<file path="config.mk">
export PLATFORM = sky130hd
export DESIGN_NAME = compressor_result_serializer
export DESIGN_NICKNAME = d
export VERILOG_FILES = /design/src/rtl/compressor_harness_pkg.sv /design/src/rtl/compressor_result_serializer.sv
export SDC_FILE = /design/constraint.sdc
export NUM_CORES = 1
export LEC_CHECK = 0
export ABC_AREA = 1
export CAP_MARGIN = 20
export CORE_MARGIN = 3
export CORE_UTILIZATION = 56
export DETAILED_ROUTE_END_ITERATION = 8
export DONT_BUFFER_PORTS = 1
export PLACE_DENSITY = 0.76
export SLEW_MARGIN = 40
export SYNTH_ARGS = -nofsm -noshare
export SYNTH_HDL_FRONTEND = slang
export SYNTH_SLANG_ARGS = --single-unit
export TNS_END_PERCENT = 20
</file>
<file path="constraint.sdc">
create_clock -name clk -period 1.6 [get_ports clk]
set_clock_uncertainty 0.15 [all_clocks]
set_input_delay 0.4 -clock clk [delete_from_list [all_inputs] [get_ports clk]]
set_output_delay 0.4 -clock clk [all_outputs]
set_load 0.005 [all_outputs]
</file>
<file path="src/rtl/compressor_harness_pkg.sv">
// Shared types and helpers for the compressor test harness serializers.
// Holds the serializer state encoding and the counter sizing rule.
package compressor_harness_pkg;

  typedef enum logic {
    IDLE  = 1'b0,
    SHIFT = 1'b1
  } state_e;

  localparam int DEFAULT_RESULT_WIDTH = 38;

  // A counter never collapses to zero bits, even for degenerate widths.
  function automatic int cnt_width(input int w);
    int r;
    r = $clog2(w);
    return (r < 1) ? 1 : r;
  endfunction

endpackage

</file>
<file path="src/rtl/compressor_result_serializer.sv">
// Parallel-in/serial-out stage for compressor results: captures dst0..dst<WIDTH-1>
// on a valid/ready load and shifts them out LSB first, with a shift-enable stall.
module compressor_result_serializer
  import compressor_harness_pkg::*;
#(
  parameter int WIDTH = DEFAULT_RESULT_WIDTH
) (
  input  logic             clk,
  input  logic             rst,
  input  logic             load_valid,
  output logic             load_ready,
  input  logic [WIDTH-1:0] din,
  input  logic             shift_en,
  output logic             dout,
  output logic             dout_valid,
  output logic             dout_last,
  output logic             busy
);

  localparam int CW = cnt_width(WIDTH);
  localparam logic [CW-1:0] LAST_CNT = CW'(WIDTH - 1);

  state_e           state_q, state_d;
  logic [WIDTH-1:0] sreg_q, sreg_d;
  logic [CW-1:0]    cnt_q, cnt_d;

  logic in_shift;
  logic at_last;
  logic load_acc;

  assign in_shift = (state_q == SHIFT);
  assign at_last  = in_shift && (cnt_q == LAST_CNT);

  // Ready on the final bit only when that bit is actually consumed, so a
  // stalled last bit cannot be overwritten.
  assign load_ready = !rst && ((state_q == IDLE) || (at_last && shift_en));
  assign load_acc   = load_valid && load_ready;

  assign dout       = in_shift ? sreg_q[0] : 1'b0;
  assign dout_valid = in_shift;
  assign busy       = in_shift;
  assign dout_last  = at_last;

  always_comb begin
    state_d = state_q;
    sreg_d  = sreg_q;
    cnt_d   = cnt_q;
    unique case (state_q)
      IDLE: begin
        if (load_acc) begin
          sreg_d  = din;
          cnt_d   = '0;
          state_d = SHIFT;
        end
      end
      SHIFT: begin
        if (shift_en) begin
          if (cnt_q == LAST_CNT) begin
            if (load_acc) begin
              sreg_d = din;
              cnt_d  = '0;
            end else begin
              state_d = IDLE;
            end
          end else begin
            sreg_d = sreg_q >> 1;
            cnt_d  = cnt_q + 1'b1;
          end
        end
      end
      default: state_d = IDLE;
    endcase
  end

  always_ff @(posedge clk) begin
    if (rst) begin
      state_q <= IDLE;
      sreg_q  <= '0;
      cnt_q   <= '0;
    end else begin
      state_q <= state_d;
      sreg_q  <= sreg_d;
      cnt_q   <= cnt_d;
    end
  end

endmodule

</file>
## After elaboration in Yosys (flattened, before gate mapping)

Cells that the tools add are included.

- Bits of input ports: 42
- Output and inout bits: 5
- Logic and storage cells: 26
- Bits in registers: 45

- Reductions and logical operators: 6
- Bitwise operators: 1
- Muxes and demuxes: 13
- Equality and inequality tests: 2
- Add/sub/neg operators: 1

Operators with widths:

| kind | count |
|---|---|
| $mux 38 | 3 |
| $pmux 38 s2 | 1 |
| $mux 6 | 3 |
| $pmux 6 s2 | 1 |
| $add 6x1->6 const B | 1 |
| $eq 6x6->1 const B | 1 |
| $logic_and 1x1->1 | 4 |
| $mux 1 | 4 |
| $ne 2x2->1 const B | 1 |
| $pmux 1 s2 | 1 |
| $logic_not 1->1 | 1 |
| $logic_or 1x1->1 | 1 |
| $not 1->1 | 1 |

## Logic depth before layout (Yosys ltp)

Gate-level depths: netlist of run 1.

- Depth after elaboration: 10
- Depth in mapped cells: 13
- Gate-level depth less buffers: 12

## Worst setup path after synthesis of run 1

Ideal clock, no wire load.

- Kind: register to output
- Start: register cnt_q[0]
- End: output load_ready
- Data required time: 1.050 ns
- Cell stages (with the launch flop): 8
- Slack: -0.161 ns
- Data arrival time: 1.211 ns
- Path buffers: 0
- Path through: dfxtp_1 -> ha_1 -> inv_1 -> nor2_1 -> nand2_2 -> o21bai_1 -> nand2_1 -> inv_1

- Cells in the longest elaborated chain, start to end: 5

RTL lines:

| item | RTL line | RTL |
|---|---|---|
| from (decl) | compressor_result_serializer.sv:25 | `logic [CW-1:0] cnt_q, cnt_d;` |
| from (signal assigned) | compressor_result_serializer.sv:83 | `cnt_q <= cnt_d;` |
| $eq 6x6->1 | compressor_result_serializer.sv:32 | `assign at_last = in_shift && (cnt_q == LAST_CNT);` |
| $logic_and 1x1->1 | compressor_result_serializer.sv:32 |  |
| $logic_and 1x1->1 | compressor_result_serializer.sv:36 | `assign load_ready = !rst && ((state_q == IDLE) \|\| (at_last && shift_en));` |
| $logic_or 1x1->1 | compressor_result_serializer.sv:36 |  |
| $logic_and 1x1->1 | compressor_result_serializer.sv:36 |  |
| to (decl) | compressor_result_serializer.sv:11 | `output logic load_ready,` |

Every way passes these cells.

## Final worst setup path of run 1

- Start: register cnt_q[1]
- End: output load_ready

Same word-level chain as after synthesis.

==> results.md, run 1 <==
* Crit path kind: flop to output port
* Final Setup Violations at 41
* Total GRT Usage at 23.2%
* HP Class: input port to flop
* Mux share of post-synthesis cell area at 0.433%
* Area delta synth->final at 27.5%
* Largest family of logic cells by synthesized area: simple AND/OR/NAND/NOR gates
* Pleak at 1.34 nW
* Inserted Clock Buffers at 5
* Sequential-to-total area share from yosys stat at 39.0%
* CP endpoint kind: output port
* Post-synth EDFFs at 0
* Tmin final at 1.90 ns
* WP data arrival at 1.35 ns
* Final Cell Area at 2940 µm²
* Max frequency at 525 MHz
* Clock sink count at 45
* Post-synth top area share at 39.0%
* Met1 wire length at around 2600 µm
* Die H at between 70 and 80 µm
* Synth cell count leaders: 120 x nand2_1, 45 x dfxtp_1, 42 x inv_1
* Clk root buf: clkbuf_8
* Rows at 22
* Cell area power density at 851 nW/µm²
* Post-DP HPWL at between 3000 and 4000 µm
* Global-route wire length before repair at between 9000 and 10,000 µm
* Starting density of the core at between 60% and 70%
* Max-slew headroom at a little over 80%
* Post-synthesis cell type count at 30
* Cell area after synthesis at about 2300 µm²
* Fraction of layout cells with a size suffix above 1 at 25.3%
* VDD IR-drop max at 0.000677 V
* Vias per cell at 5.53
* Vias in the first global route at ~2,000
* Synth Area in Adders at 1.08%
* Ports at 47
* H-tree depth at 2
* Syn Area/Cell at about 6.8 µm²
* Required @ worst endpoint at about 1.1 ns
* Post-Synth XOR/XNOR Area at 0%
* Detailed Routing Iterations Pass 1 at 7
* Final hold vios at 1
* Async SR Flop Fraction at 0%
* Failing checks: negative hold slack, negative setup slack
* GP Congestion at 0.824
* ANT cells at 0
* Synth Register Bits at between 40 and 50
* Clock transition at path regs at 0.08 ns
* Total wire length at 6030 µm
* DR WL/cell at between 10 and 15 µm
* Max clock buf depth at 2
* Metal2 WL at about 2900 µm
* Synth Warn # at 0
* Area after DPL at roughly 2500 µm²
* Die X at between 70 and 80 µm
* RSZ-0062 raised after global routing: yes
* Synth area leader: dfxtp_1
* Pins over their slew limit at 0
* Synth Area in Simple Gates at 27.7%
* Later-pin clock latency in the skew report at about 0.3 ns
* Max cap viols at 0
* Port bufs at 0
* Core area at roughly 3800 µm²
* DRT antenna net count at 0
* Hold Worst Slack at -0.000466 ns
* Initial DRC Count at between 200 and 250
* DR top layer: met4
* Startpoint type of the worst setup path: flop
* CP max FO at 3
* Die area at 4930 µm²
* Via count at 2,316
* Worst slew pin tran at between 0.2 and 0.3 ns
* Cell with the most instances after synthesis: nand2_1
* Grt total ovfl at 0
* Nets at 414
* Synth Area in Compound Gates at 20.0%
* Syn Nets at 385
* Fillers at 270
* Tot Pwr at 2.51 mW
* Top cells by area, synth: dfxtp_1 39%, nand2_1 20%, a21oi_1 6.9%, inv_1 6.8%, o221ai_1 3.8%
* Final worst-path cycle share at 119%
* PnR worst setup slack at -0.305 ns
* Pin count of the biggest net entering global routing at 33
* CTS tree: yes
* Post-Syn Instances at 341
* Met3 wire len at ~400 µm
* Initial antenna violation count at 0
* Post-route DRC at 0
* Outcome: finished with violations
* Synth Flop Type: dfxtp_1
critical path, cell delays in order, from the launching register on:
cell and delay (ns):
dfxtp_2 0.33, inv_2 0.06, ha_4 0.12, inv_2 0.03
nor2_2 0.08, nand2_2 0.11, o21bai_4 0.14, nand2_2 0.09
inv_2 0.09
state kept, by name, indices dropped and copies added (netlist names):
register,count
sreg_q,38
cnt_q,6
busy,1
report_power, final:
part / total (mW) / switching [mW] / internal, mW
combinational: 0.411 / 0.232 / 0.179
clock: 0.893 / 0.384 / 0.509
sequential: 1.20 / 0.0323 / 1.17
total: 2.51 / 0.648 / 1.86
cell usage in the layout (no fill, tap or decap), types with 2 or more instances in the layout:
| cell | count |
|---|---|
| buf_4 | 26 |
| nor2_2 | 2 |
| inv_1 | 38 |
| o21ai_0 | 11 |
| buf_6 | 8 |
| nor2_1 | 17 |
| a21oi_1 | 20 |
| o221ai_1 | 9 |
| a22oi_2 | 4 |
| nand3_1 | 4 |
| clkbuf_8 | 6 |
| nand2_8 | 4 |
| nand2_4 | 2 |
| nand2_2 | 3 |
| nand4_1 | 2 |
| inv_2 | 5 |
| dfxtp_1 | 42 |
| nand2_1 | 118 |
| a22oi_1 | 2 |
| o211ai_1 | 2 |
| a21oi_2 | 18 |
| dfxtp_2 | 2 |
| o21ai_1 | 4 |
final cells by class:
type | instances | area, µm² | share of cell area, %
multi-input combinational | 235 | 1330 | 45.2
clock inverter | 1 | 30.0 | 1.02
timing repair buffer | 38 | 355 | 12.1
inverter | 45 | 174 | 5.91
sequential | 45 | 907 | 30.8
clock buffer | 7 | 86.3 | 2.93
tap | 48 | 60.1 | 2.04
metal layers:
metal  vias up  global-route usage, %
met3        13                   4.89
li1       1148                      -
met1      1063                   31.5
met5         -                      0
met4         0                   7.87
met2        92                   36.5
metrics by stage:
| step | cells | setup WS (ns) | utilization (%) | TNS (ns) | hold slack, ns |
|---|---|---|---|---|---|
| finish | 419 | -0.305 | 76.9 | -6.84 | -0.000466 |
| floorplan | 341 | -0.0853 | - | -1.86 | 0.289 |
| CTS | 415 | -0.264 | 72.6 | -5.92 | 0.00390 |
| detailed placement | 401 | -0.134 | 66.2 | -3.55 | 0.299 |
| global route | 419 | -0.385 | 76.9 | -10.86 | 0.00477 |
| global placement | 401 | -0.112 | 66.2 | -2.62 | 0.296 |
path summary, 6_finish.rpt:
check | cells after the start | endpoint | slack [ns] | start
max | 8 | load_ready | -0.30 | cnt_q[1]
min | 1 | cnt_q[1] | -0.0005 | rst
max reg2reg | 14 | sreg_q[36] | -0.30 | cnt_q[1]
min reg2reg | 2 | sreg_q[9] | 0.32 | sreg_q[9]
what timing repair did:
| item | 4_1_cts | 5_1_grt |
|---|---|---|
| pin swaps | 4 | 5 |
| hold buffers | 0 | 1 |
| resized for setup | 22 | 30 |
| setup endpoints to repair | 45 | 48 |
| endpoints found under the hold margin | 0 | 1 |
| buffers inserted | 3 | 2 |
| cloned | 3 | 1 |
cell families (layout without fill, tap and decap cells):
kind of cell	after synthesis	in the layout
AND/OR/NAND/NOR	155	157
AO/OA/AOI/OAI	75	75
flip-flops	45	45
buffers and inverters	63	91
adder cells (fa/ha/maj)	2	2
multiplexers	1	1
Power figures use the tool's default switching activity.
==> run 2, diff against run 1 <==
Settings changed: CORE_UTILIZATION 56 to 40, PLACE_DENSITY 0.76 to 0.58.
==> results.md, run 2 (same netlist as run 1, synthesis figures left out) <==
* Post-DP HPWL at 3790 µm (+3.8%)
* Worst slew pin tran at 0.364 ns (+0.107 ns)
* Worst-path cell chain: inv_2 > ha_4 > inv_2 > nor2_2 > nand2_2 > buf_6 > buf_12 > nor2_4
* Worst r2r path cells at 12 (-2)
* Post-route DRC at 0 (unchanged)
* CP endpoint kind: output port
* DR WL/cell at 13.8 µm (-3.9%)
* Die area at 6720 µm² (+36%)
* Max cap viols at 0 (unchanged)
* Pins over their slew limit at 0 (unchanged)
* Reg with most FFs: sreg_q
* Worst flop-to-flop path endpoint: sreg_q[24]
* Total GRT Usage at 18.4% (-4.9 points)
* Cell area power density at 842 nW/µm² (-1.1%)
* Startpoint type of the worst setup path: flop
* Required @ worst endpoint at 1.05 ns (about the same)
* Die H at 82.0 µm (+17%)
* Internal at 1.81 mW (-2.6%)
* Port bufs at 0 (unchanged)
* Area occupied by multi-input gates at 1280 µm² (-3.9%)
* Starting density of the core at 41.7% (-19 points)
* Outcome: finished with violations
* DRT antenna net count at 0 (unchanged)
* Total wire length at 6090 µm (+0.90%)
* WP data arrival at 1.32 ns (-0.03 ns)
* Clk root buf: clkbuf_8
* Clock sink count at 45 (unchanged)
* Initial antenna violation count at 0 (unchanged)
* Via count at 2,197 (-5.1%)
* Worst hold start: rst
* PnR worst setup slack at -0.268 ns (+0.0368 ns)
* Inserted Clock Buffers at 5 (unchanged)
* HP Class: input port to flop
* Die X at 82.0 µm (+17%)
* Rows at 27 (+23%)
* Final Setup Violations at 46 (+12%)
* Global-route wire length before repair at 9460 µm (+1.8%)
* Critical-path top delay cell: dfxtp_2
* Pin count of the biggest net entering global routing at 33 (unchanged)
* CTS tree: yes
* Fraction of layout cells with a size suffix above 1 at 22.8% (-2.5 points)
* Hold depth at 1 (unchanged)
* RSZ-0062 raised after global routing: yes
* H-tree depth at 2 (unchanged)
* Final hold vios at 0 (-1)
* Vias in the first global route at 1,929 (-5.8%)
* Worst R2R Start: cnt_q[1]
* Critical path startpoint: cnt_q[1]
* Hold Path End: sreg_q[30]
* Area delta synth->final at 26.9%
* Non-filler instance count after layout at 440 (+5.0%)
* Largest register FFs at 38 (unchanged)
* Initial DRC Count at 73 (-68%)
* Largest delay share family, worst path: buffers and inverters
* ANT cells at 0 (unchanged)
* Area occupied by registers at 903 µm² (-0.41%)
* Most used cell, CP: inv_2
* Nets at 411 (-0.72%)
* VDD IR-drop max at 0.000528 V (-22%)
* Combinational Power Share at 16.0% (-0.4 points)
* Final worst-path cycle share at 117% (-2.3 points)
* Most frequent cells in the layout: 116 x nand2_1, 43 x dfxtp_1, 38 x inv_1, 21 x a21oi_1, 20 x buf_4
* Crit path kind: flop to output port
* Max clock buf depth at 2 (unchanged)
* Slowest stage delay, CP at 0.33 ns (about the same)
* Tmin final at 1.87 ns (-0.0368 ns)
* Later-pin clock latency in the skew report at 0.30 ns (about the same)
* Pleak at 1.32 nW (-1.4%)
* Ports at 47 (unchanged)
* Final Cell Area at 2930 µm² (-0.47%)
* Failing checks: negative setup slack
* Detailed Routing Iterations Pass 1 at 4 (-3)
* Net Sw Power at 0.658 mW (+1.5%)
* Clock Power Share at 35.4% (-0.3 points)
* Switch share at 26.7% (+0.80 points)
* Placed cell count at 420 (+4.7%)
* Clock transition at path regs at 0.09 ns (about the same)
* Sequential fraction of design power at 48.6% (+0.7 points)
* CP max FO at 2 (-1)
* Max-slew headroom at 75.6% (-7.1 points)
* Max frequency at 535 MHz (+2.0%)
* Vias per cell at 4.99 (-9.7%)
* Worst reg2reg setup slack at -0.20 ns (+0.10 ns)
* GP Congestion at 0.834 (+1.2%)
* Commonest non-fill, non-tap cell in the layout: nand2_1
* Core area at 5540 µm² (+45%)
* Grt total ovfl at 0 (unchanged)
* Buf/Inv on CP at 4 (+1)
* Area after DPL at 2540 µm² (+0.20%)
* Fillers at 563 (+110%)
## run 2: final cells by class
cell class                 count  area share, %
clock buffer                   6           2.48
clock inverter                 2           1.32
tap                           72           3.07
multi-input combinational    235           43.7
inverter                      45           5.94
timing repair buffer          35           12.7
sequential                    45           30.8
## run 2: metal layers
layer	global-route usage (%)	part of all wire, %	vias to the layer above	wire length, µm
met5	0	0	-	0
met4	4.49	0.95	0	58
met3	4.28	4.5	6	271
met2	30.5	49	35	2960
met1	24.0	46	1011	2800
li1	-	-	1145	-
## run 2: worst register-to-register path, delay by kind of cell, from the launching register on
family                     cells  cell delay (ns)
adders and majority gates      1             0.12
DFF                            1             0.33
AOI/OAI and AO/OA              1             0.15
and+or+nand+nor                7             0.73
buffers and inverters          3             0.23
## run 2: how the worst max path moves through the flow
stage,end,cells after the start
6_report,dout_last,8
5_1_grt,dout_last,8
4_1_cts,load_ready,8
3_5_place_dp,sreg_q[28],11
3_3_place_gp,cnt_q[1],11
2_1_floorplan,sreg_q[11],12
## run 2: per-stage QoR
| stage | setup slack, ns | util, % | TNS [ns] | hold slack (ns) | total power, mW |
|---|---|---|---|---|---|
| finish | -0.268 | 52.9 | -6.43 | 0.00795 | 2.47 |
| global route | -0.338 | 52.9 | -11.42 | 0.00136 | 2.59 |
| CTS | -0.271 | 50.9 | -6.52 | -0.00363 | 2.47 |
| detailed placement | -0.166 | 45.8 | -4.09 | 0.299 | 1.54 |
| global placement | -0.110 | 45.8 | -2.88 | 0.296 | 1.53 |
| floorplan | -0.0853 | - | -1.86 | 0.289 | 1.46 |
## run 2: repair_timing
action | in CTS | in global routing
gates resized for setup | 24 | 13
setup endpoints to repair | 38 | 47
endpoints found under the hold margin | 7 | 4
buffers inserted | 2 | 1
gates cloned | 4 | 0
pin swaps | 2 | 2
## run 2: power groups by stage
stage               Sequential (mW)  Clock [mW]  Combinational (mW)
finish                         1.20       0.873               0.396
global route                   1.20       0.942               0.441
CTS                            1.20       0.902               0.370
detailed placement             1.22           0               0.316
global placement               1.22           0               0.313
floorplan                      1.22           0               0.242
